## config.mk

```make
export PLATFORM = sky130hd
export DESIGN_NAME = layer_priority_ctrl
export DESIGN_NICKNAME = d
export VERILOG_FILES = /design/src/rtl/layer_priority_pkg.sv /design/src/rtl/layer_priority_ctrl_prio_pick.sv /design/src/rtl/layer_priority_ctrl.sv
export SDC_FILE = /design/constraint.sdc
export NUM_CORES = 1
export LEC_CHECK = 0
export CAP_MARGIN = 20
export CORE_MARGIN = 4
export CORE_UTILIZATION = 57
export CTS_CLUSTER_SIZE = 16
export DETAILED_ROUTE_END_ITERATION = 6
export GPL_TIMING_DRIVEN = 0
export HOLD_SLACK_MARGIN = 0.05
export PLACE_DENSITY = 0.86
export SLEW_MARGIN = 0
export SYNTH_ARGS = -nofsm -noshare
export SYNTH_HDL_FRONTEND = slang
export SYNTH_HIERARCHICAL = 1
export SYNTH_SLANG_ARGS = --single-unit
```

## constraint.sdc

```tcl
create_clock -name clk -period 6.5 [get_ports clk]
set_input_delay 1.3 -clock clk [delete_from_list [all_inputs] [get_ports clk]]
set_output_delay 1.3 -clock clk [all_outputs]
set_load 0.005 [all_outputs]
```

## src/rtl/layer_priority_pkg.sv

```systemverilog
// Shared types and constants for the layer priority scheduler.
// Optional blinking support is selected with LAYER_PRIORITY_BLINK_EN.
package layer_priority_pkg;

    localparam int N_LAYERS  = 12;
    localparam int IDX_W     = $clog2(N_LAYERS);
    localparam int BLINK_BIT = 4;

    typedef logic [IDX_W-1:0] layer_idx_t;

    typedef struct packed {
        layer_idx_t layer;
        logic       enable;
        logic       blink;
    } slot_entry_t;

    typedef enum logic [1:0] {IDLE, PENDING, COMMIT} cfg_state_t;

    localparam layer_idx_t BG_WIN_IDX = '0;

    // Power-up table: slot i shows layer i, enabled, not blinking.
    function automatic slot_entry_t identity_entry(input int slot);
        slot_entry_t e;
        e.layer  = layer_idx_t'(slot);
        e.enable = 1'b1;
        e.blink  = 1'b0;
        return e;
    endfunction

endpackage

```

## src/rtl/layer_priority_ctrl_prio_pick.sv

```systemverilog
// Combinational first-set finder: reports the lowest slot whose hit bit is set.
module prio_pick
    import layer_priority_pkg::*;
#(
    parameter int N = N_LAYERS
) (
    input  logic [N-1:0] hits,
    output logic         found,
    output layer_idx_t   slot
);

    // Scan from the top down so the lowest set slot is the last one written.
    always_comb begin
        found = 1'b0;
        slot  = '0;
        for (int s = N - 1; s >= 0; s--) begin
            if (hits[s]) begin
                found = 1'b1;
                slot  = layer_idx_t'(s);
            end
        end
    end

endmodule

```

## src/rtl/layer_priority_ctrl.sv

```systemverilog
// Frame-synchronous priority mux for drawing layers with a shadowed, run-time priority table.
// Define LAYER_PRIORITY_BLINK_EN to enable per-slot blinking driven by a frame counter.
module layer_priority_ctrl
    import layer_priority_pkg::*;
(
    input  logic                     clk,
    input  logic                     resetN,
    input  logic                     startOfFrame,
    input  logic [N_LAYERS-1:0]      drawReq,
    input  logic [N_LAYERS-1:0][7:0] layerRGB,
    input  logic [7:0]               backGroundRGB,
    input  logic                     cfgValid,
    output logic                     cfgReady,
    input  logic [IDX_W-1:0]         cfgSlot,
    input  logic [IDX_W-1:0]         cfgLayer,
    input  logic                     cfgEnable,
    input  logic                     cfgBlink,
    output logic [7:0]               rgbOut,
    output logic [IDX_W-1:0]         winLayer,
    output logic                     anyHit
);

    slot_entry_t         active_tbl [N_LAYERS];
    slot_entry_t         shadow_tbl [N_LAYERS];
    cfg_state_t          state;
    slot_entry_t         cfg_entry;
    logic                cfg_accept;
    logic                cfg_in_range;
    logic                blank_phase;
    logic [N_LAYERS-1:0] slot_hit;
    logic                pick_found;
    layer_idx_t          pick_slot;
    layer_idx_t          pick_layer;

`ifdef LAYER_PRIORITY_BLINK_EN
    localparam logic BLINK_STORE = 1'b1;
    logic [5:0] frame_cnt;

    always_ff @(posedge clk or negedge resetN) begin
        if (!resetN) begin
            frame_cnt <= '0;
        end else if (startOfFrame) begin
            frame_cnt <= frame_cnt + 6'd1;
        end
    end

    assign blank_phase = frame_cnt[BLINK_BIT];
`else
    localparam logic BLINK_STORE = 1'b0;
    assign blank_phase = 1'b0;
`endif

    // No writes on a commit boundary, so a frame never starts with a half-staged edit.
    assign cfgReady     = (state != COMMIT) && !startOfFrame;
    assign cfg_accept   = cfgValid && cfgReady;
    assign cfg_in_range = (32'(cfgSlot) < N_LAYERS) && (32'(cfgLayer) < N_LAYERS);
    assign cfg_entry    = '{layer: cfgLayer, enable: cfgEnable, blink: cfgBlink & BLINK_STORE};

    always_comb begin
        slot_hit = '0;
        for (int s = 0; s < N_LAYERS; s++) begin
            slot_hit[s] = active_tbl[s].enable && drawReq[active_tbl[s].layer]
                          && !(active_tbl[s].blink && blank_phase);
        end
    end

    prio_pick #(.N(N_LAYERS)) u_pick (
        .hits  (slot_hit),
        .found (pick_found),
        .slot  (pick_slot)
    );

    assign pick_layer = active_tbl[pick_slot].layer;

    // Edits land in the shadow table; the active table only changes in the COMMIT cycle.
    always_ff @(posedge clk or negedge resetN) begin
        if (!resetN) begin
            state <= IDLE;
            for (int s = 0; s < N_LAYERS; s++) begin
                active_tbl[s] <= identity_entry(s);
                shadow_tbl[s] <= identity_entry(s);
            end
        end else begin
            case (state)
                IDLE, PENDING: begin
                    if (startOfFrame) begin
                        if (state == PENDING) begin
                            state <= COMMIT;
                        end
                    end else if (cfg_accept) begin
                        if (cfg_in_range) begin
                            shadow_tbl[cfgSlot] <= cfg_entry;
                        end
                        state <= PENDING;
                    end
                end
                COMMIT: begin
                    for (int s = 0; s < N_LAYERS; s++) begin
                        active_tbl[s] <= shadow_tbl[s];
                    end
                    state <= IDLE;
                end
                default: state <= IDLE;
            endcase
        end
    end

    always_ff @(posedge clk or negedge resetN) begin
        if (!resetN) begin
            rgbOut   <= '0;
            winLayer <= BG_WIN_IDX;
            anyHit   <= 1'b0;
        end else if (pick_found) begin
            rgbOut   <= layerRGB[pick_layer];
            winLayer <= pick_layer;
            anyHit   <= 1'b1;
        end else begin
            rgbOut   <= backGroundRGB;
            winLayer <= BG_WIN_IDX;
            anyHit   <= 1'b0;
        end
    end

endmodule

```

======== After elaboration in Yosys (flattened, before gate mapping) ========
Index checks and enable logic that the tools add are counted.
storage, ports and cells
  flip-flop bits (word level) ............. 159
  latch bits .............................. 0
  memory bits (writable) .................. 0
  ROM bits ................................ 0
  output and inout port bits .............. 14
  logic and storage cells ................. 186
  memories ................................ 0
cells by class
  add/subtract/negate cells ............... 0
  multipliers ............................. 0
  div/mod/pow operators ................... 0
  magnitude comparators ................... 18
  equal/unequal tests ..................... 5
  shift-type cells ........................ 0
  muxes and demuxes ....................... 63
  bitwise gates (word level) .............. 3
  reductions and logical operators ........ 21
operators by type and width
  kind                                                                    number
  72-bit bitwise mux                                                      1
  4-bit by 5-bit < comparator with 1-bit output (second input constant)   13
  4-bit 2-to-1 mux                                                        13
  1-bit binary-select mux with 4-bit select                               12
  8-bit binary-select mux with 4-bit select                               1
  1-bit 2-to-1 mux                                                        25
  6-bit binary-select mux with 4-bit select                               1
  6-bit demux with 4-bit select                                           1
  6-bit 2-to-1 mux                                                        3
  1-bit logical AND                                                       16
  8-bit 2-to-1 mux                                                        2
  5-bit greater-or-equal comparator (second input constant)               2
  4-bit NOT with 5-bit output                                             2
  4-bit < comparator (second input constant)                              2
  2-bit 2-to-1 mux                                                        4
  3-bit inequality test (second input constant)                           2
  5-bit by 1-bit < comparator with 1-bit output (second input constant)   1
  4-bit AND reduction                                                     1
  2-bit by 1-bit equality test with 1-bit output (second input constant)  1
  2-bit equality test (second input constant)                             1
  2-bit zero test                                                         1
  2-bit inequality test (second input constant)                           1
  2-bit AND reduction                                                     1
  2-bit OR reduction                                                      1
  2 further kinds                                                         2

======== Depth between registers and ports, before layout ========
  word-level depth ........................ 22
  gate-level depth with buffers ........... 19
  depth with buffers taken out ............ 14

======== By module ========
Netlist, hierarchy kept.
by module, submodules not included
  module               times used  cells an instance  area each (um^2)
  layer_priority_ctrl  1           589                7591.0
  prio_pick            1           22                 128.9

======== Worst setup path before layout ========
No wires, ideal clock.
  path kind ............................... input port to flip-flop
  start point ............................. input drawReq[11]
  end point ............................... register rgbOut[0]
  library setup time ...................... 0.120 ns
  arrival time ............................ 4.523 ns
  setup slack ............................. 1.857 ns
  stages .................................. 17
  path buffers ............................ 3
  path through ............................ clkbuf_1 mux4_2 mux2i_1 o21ai_0 and2_1 nor2b_1 o21ai_1 o21ai_1 o31a_1 buf_6 mux4_2 or2_1 a22o_1 buf_6 a221oi_1 o32ai_1 a31o_1
between the ends
  word-level cells in the longest chain between the ends .. 22
RTL lines
  item                                                 RTL line                             source
  start, declared                                      layer_priority_ctrl.sv:9             input logic [N_LAYERS-1:0] drawReq,
  1-bit binary-select mux with 4-bit select            layer_priority_ctrl.sv:62            slot_hit[s] = active_tbl[s].enable && drawReq[active_tbl[s].layer]
  1-bit 2-to-1 mux (implied by the code)               layer_priority_ctrl.sv:62
  1-bit logical AND                                    layer_priority_ctrl.sv:62
  named net slot_hit[11]                               layer_priority_ctrl.sv:30            logic [N_LAYERS-1:0] slot_hit;
  4-bit 2-to-1 mux (12 in a row)                       layer_priority_ctrl_prio_pick.sv:17  if (hits[s]) begin
  named net pick_slot[0]                               layer_priority_ctrl.sv:32            layer_idx_t pick_slot;
  4-bit NOT with 5-bit output (implied by the code)    layer_priority_ctrl.sv:73            assign pick_layer = active_tbl[pick_slot].layer;
  6-bit binary-select mux with 4-bit select            layer_priority_ctrl.sv:73
  6-bit 2-to-1 mux (implied by the code) (2 in a row)  layer_priority_ctrl.sv:73
  8-bit binary-select mux with 4-bit select            layer_priority_ctrl.sv:114           rgbOut <= layerRGB[pick_layer];
  8-bit 2-to-1 mux (implied by the code)               layer_priority_ctrl.sv:114
  8-bit 2-to-1 mux                                     layer_priority_ctrl.sv:113           end else if (pick_found) begin
  end signal, assigned                                 layer_priority_ctrl.sv:114
  end signal, assigned                                 layer_priority_ctrl.sv:118           rgbOut <= backGroundRGB;
  end, declared                                        layer_priority_ctrl.sv:18            output logic [7:0] rgbOut,
The timed path passes the listed nets, and every way through them passes these cells. The select of a mux whose other input is x is not followed.
A chain may end at the register's enable or synchronous reset.

======== Final worst setup path ========
  start point ............................. input drawReq[11]
  end point ............................... register rgbOut[0]
RTL lines
  item                                                 RTL line
  1-bit binary-select mux with 4-bit select            layer_priority_ctrl.sv:62
  1-bit 2-to-1 mux (implied by the code)               layer_priority_ctrl.sv:62
  1-bit logical AND                                    layer_priority_ctrl.sv:62
  named net slot_hit[10]                               layer_priority_ctrl.sv:30
  4-bit 2-to-1 mux (11 in a row)                       layer_priority_ctrl_prio_pick.sv:17
  named net pick_slot[1]                               layer_priority_ctrl.sv:32
  4-bit NOT with 5-bit output (implied by the code)    layer_priority_ctrl.sv:73
  6-bit binary-select mux with 4-bit select            layer_priority_ctrl.sv:73
  6-bit 2-to-1 mux (implied by the code) (2 in a row)  layer_priority_ctrl.sv:73
  8-bit binary-select mux with 4-bit select            layer_priority_ctrl.sv:114
  8-bit 2-to-1 mux (implied by the code)               layer_priority_ctrl.sv:114
  8-bit 2-to-1 mux                                     layer_priority_ctrl.sv:113
The timed path passes the listed nets, and every way through them passes these cells. The select of a mux whose other input is x is not followed.

==> metrics <==
Simple-Gate Fraction of Synth Area=10.24%; post_cts resized=0; CP Class=in2reg; CP Data Arrival Time=about 6.4 ns; pin count of the biggest net entering global routing=roughly 110; final worst-path cycle share=slightly above 90%; DRT antenna net count=0; initial antenna violation count=0; largest family of logic cells by synthesized area=multiplexers; synthesized flop and latch total=around 140; core area=around 13000 sq um; DIE WIDTH=approximately 120 um; leakage power=between 3 and 4 nW; WP data required=just under 7 ns; Sequential cell area=about 3500 sq um; Initial Util=58.30%; Critical R2R Launch=active_tbl[14]; final WL=24590 um; RSZ-0062 raised after global routing=false; final count of pins violating max slew=0; post-synthesis sequential area ratio=between 40% and 50%; Fin Setup TNS=0 ns; Pwr per Cell Area=between 400 and 500 nW/um^2; Worst Max-Slew Pin Slew=between 0.8 and 0.9 ns; Hold Buf Count CTS=0; Max clock buf depth=2; EDFF count, synth=0; I/O pins=~140; DPL Wire Length=between 15000 and 20000 um; first-iteration detailed-routing DRC count=740; vias per cell=6.582; grt ovf=0; placed cell areas=~9400 sq um; crit path time final=6.030 ns; worst hold start=state[1]; clock-pin transition on the worst setup and hold timing paths=~0.060 ns; H-tree Lvls=4; fmax=between 0.15 and 0.2 GHz; post-synthesis async set-or-reset flop share=between 90% and 100%; PortBufs=142; vias in the first global route=6805; worst min-delay path class=reg2reg; final setup violation count=0; Chip Height=between 100 and 150 um; GPL Wtd Cong=between 0.9 and 1; post-synth cell types=43; via count=6332; clock root cell=clkbuf_16; CP Max Fanout=10; Clock Latency Late Sink=~0.43 ns; Post-Synthesis Cells=between 600 and 700; Syn Std Cell Area=between 7000 and 8000 sq um; Post-CTS Setup Bufs=0; WL/cell=around 26 um; mean post-synth cell area=between 10 and 15 sq um; WHS=between 0.4 and 0.5 ns; FP Rows=between 40 and 50; syn_nets=~740; Adder-Cell Fraction of Synth Area=0%; Hold Vio Cnt, Final=0; fillers=844; Max transition margin=40.58%; CTS Buf Count=17; GRT Util Overall=32.29%; fin area=9971 sq um; Pre-antenna DRT Iters=6; global-route wire length before repair=between 30000 and 40000 um; CTS tree=done; layout cells sized above 1=a little over a third; Clock Skews=roughly 0.0078 ns; multi-input logic area=between 4000 and 5000 sq um; post-synthesis mux area share=34.59%; final net count=approximately 900; ys flop type=dfrtp_1; status=finished clean; # DRC=0; FF-to-FF path depth=14; die area=15470 sq um; Hold Crit Depth=1; Yosys warnings=6; Synth Area in XOR/XNOR=0%; P&R area growth vs syn=29.16%; Synth Area in Compound Gates=under 10%; max-cap check violation count=0; type of origin of the critical path=input port; CTS sink count=roughly 140; crit path from=drawReq[11]; Critical Path Sink Type=register; Max VDD drop=~0.00023 V; diode count=0
==> critical path: stages <==
cell and delay [ns]:
clkdlybuf4s50_1 0.51, clkbuf_1 0.46, mux4_2 0.37, mux2i_1 0.08, o21ai_0 0.13, and2_1 0.22
nor2_1 0.09, o31ai_1 0.25, a211oi_1 0.13, nor3_1 0.47, buf_2 0.40, mux4_2 0.37
nand2_1 0.10, and3_1 0.28, nand3_1 0.37, o32ai_1 0.59, a31o_1 0.24
==> registers in the layout, indices dropped and copies added, names as in the netlist <==
signal,cells
active_tbl,60
shadow_tbl,60
rgbOut,8
winLayer,4
state,2
anyHit,1
==> metrics by stage <==
stage                     power (mW)  util [%]  std cells  setup slack, ns
final                          4.049     75.29        962           0.4699
after floorplan                2.464         -        611            1.857
after global routing           4.254     75.29        962           0.4578
after CTS                      4.036     75.29        962           0.7223
after detailed placement       3.076     70.91        930           0.3374
after global placement         3.003     70.69        929          -0.7138
==> layer usage <==
metal	share of wire (%)	global-route usage, %	vias up
met5	0	0	-
met3	9.3	9.520	124
li1	-	-	2622
met2	50	54.29	456
met1	36	38.05	3130
met4	5.2	15.41	0
==> layout by cell type, fill, tap and decap left out, drive strengths merged, types with 2 or more instances in the layout <==
cell type,n
o32ai,7
mux2i,26
mux2,120
or2,2
buf,16
bufinv,2
nor4,3
nor2,23
nand2b,2
clkdlybuf4s50,141
nor2b,6
a31o,7
a32oi,8
and2,28
nand2,58
nand3b,12
clkinvlp,4
dfstp,64
inv,14
clkinv,5
and3,2
a31oi,7
a21oi,3
mux4,47
nand3,13
o21ai,15
dfrtp,71
nor3,5
or4,2
a221oi,17
clkbuf,47
==> area by class of cell <==
class                           instances  share of cell area, %
Buffer                                 43                  2.033
Tap cell                              176                  2.209
Sequential cell                       135                  34.68
Clock buffer                           18                  4.304
Inverter                               11                 0.4141
Multi-Input combinational cell        422                  40.29
Timing Repair Buffer                  143                  14.54
Clock inverter                         14                  1.518
==> power by group <==
part           internal [mW]  total, mW  switching, mW
logic                  0.873       1.85          0.975
clock network          0.567      0.943          0.376
registers               1.08       1.26          0.180
==> final timing paths <==
kind | end | slack, ns
max in group asynchronous | shadow_tbl[3] | 4.94
worst max-delay path | rgbOut[0] | 0.47
worst max register to register | rgbOut[0] | 1.62
worst min register to register | state[1] | 0.46
min in group asynchronous | winLayer[1] | 0.75
worst min-delay path | state[1] | 0.46
==> cell families after synthesis <==
kind of cell,Yosys count
and+or+nand+nor,157
AOI/OAI and AO/OA,72
buffers and inverters,54
DFF,135
muxes,193
==> cell usage after synthesis (2+ instances only) <==
cell type | number | area (sq um)
inv_1 | 10 | 37.54
a31o_1 | 7 | 61.31
nand3b_1 | 12 | 90.09
buf_6 | 4 | 45.04
buf_2 | 9 | 45.04
nor2b_1 | 6 | 37.54
dfrtp_1 | 71 | 1777
nand2_1 | 58 | 217.7
a221oi_2 | 2 | 30.03
and2_1 | 28 | 175.2
a21oi_1 | 3 | 15.01
a31oi_1 | 7 | 43.79
a221oi_1 | 15 | 131.4
clkbuf_1 | 29 | 108.9
mux4_2 | 47 | 1059
mux2_2 | 120 | 1351
o21ai_0 | 12 | 60.06
nand2b_1 | 2 | 12.51
and3_1 | 2 | 12.51
dfstp_2 | 64 | 1682
o32ai_1 | 7 | 61.31
or4_1 | 2 | 15.01
a32oi_1 | 8 | 70.07
nand3_1 | 13 | 65.06
nor4_2 | 2 | 25.02
nor2_1 | 23 | 86.33
o21ai_1 | 3 | 15.01
mux2i_1 | 26 | 260.3
nor3_1 | 5 | 25.02
No activity file was read; power rests on OpenSTA's default activity.
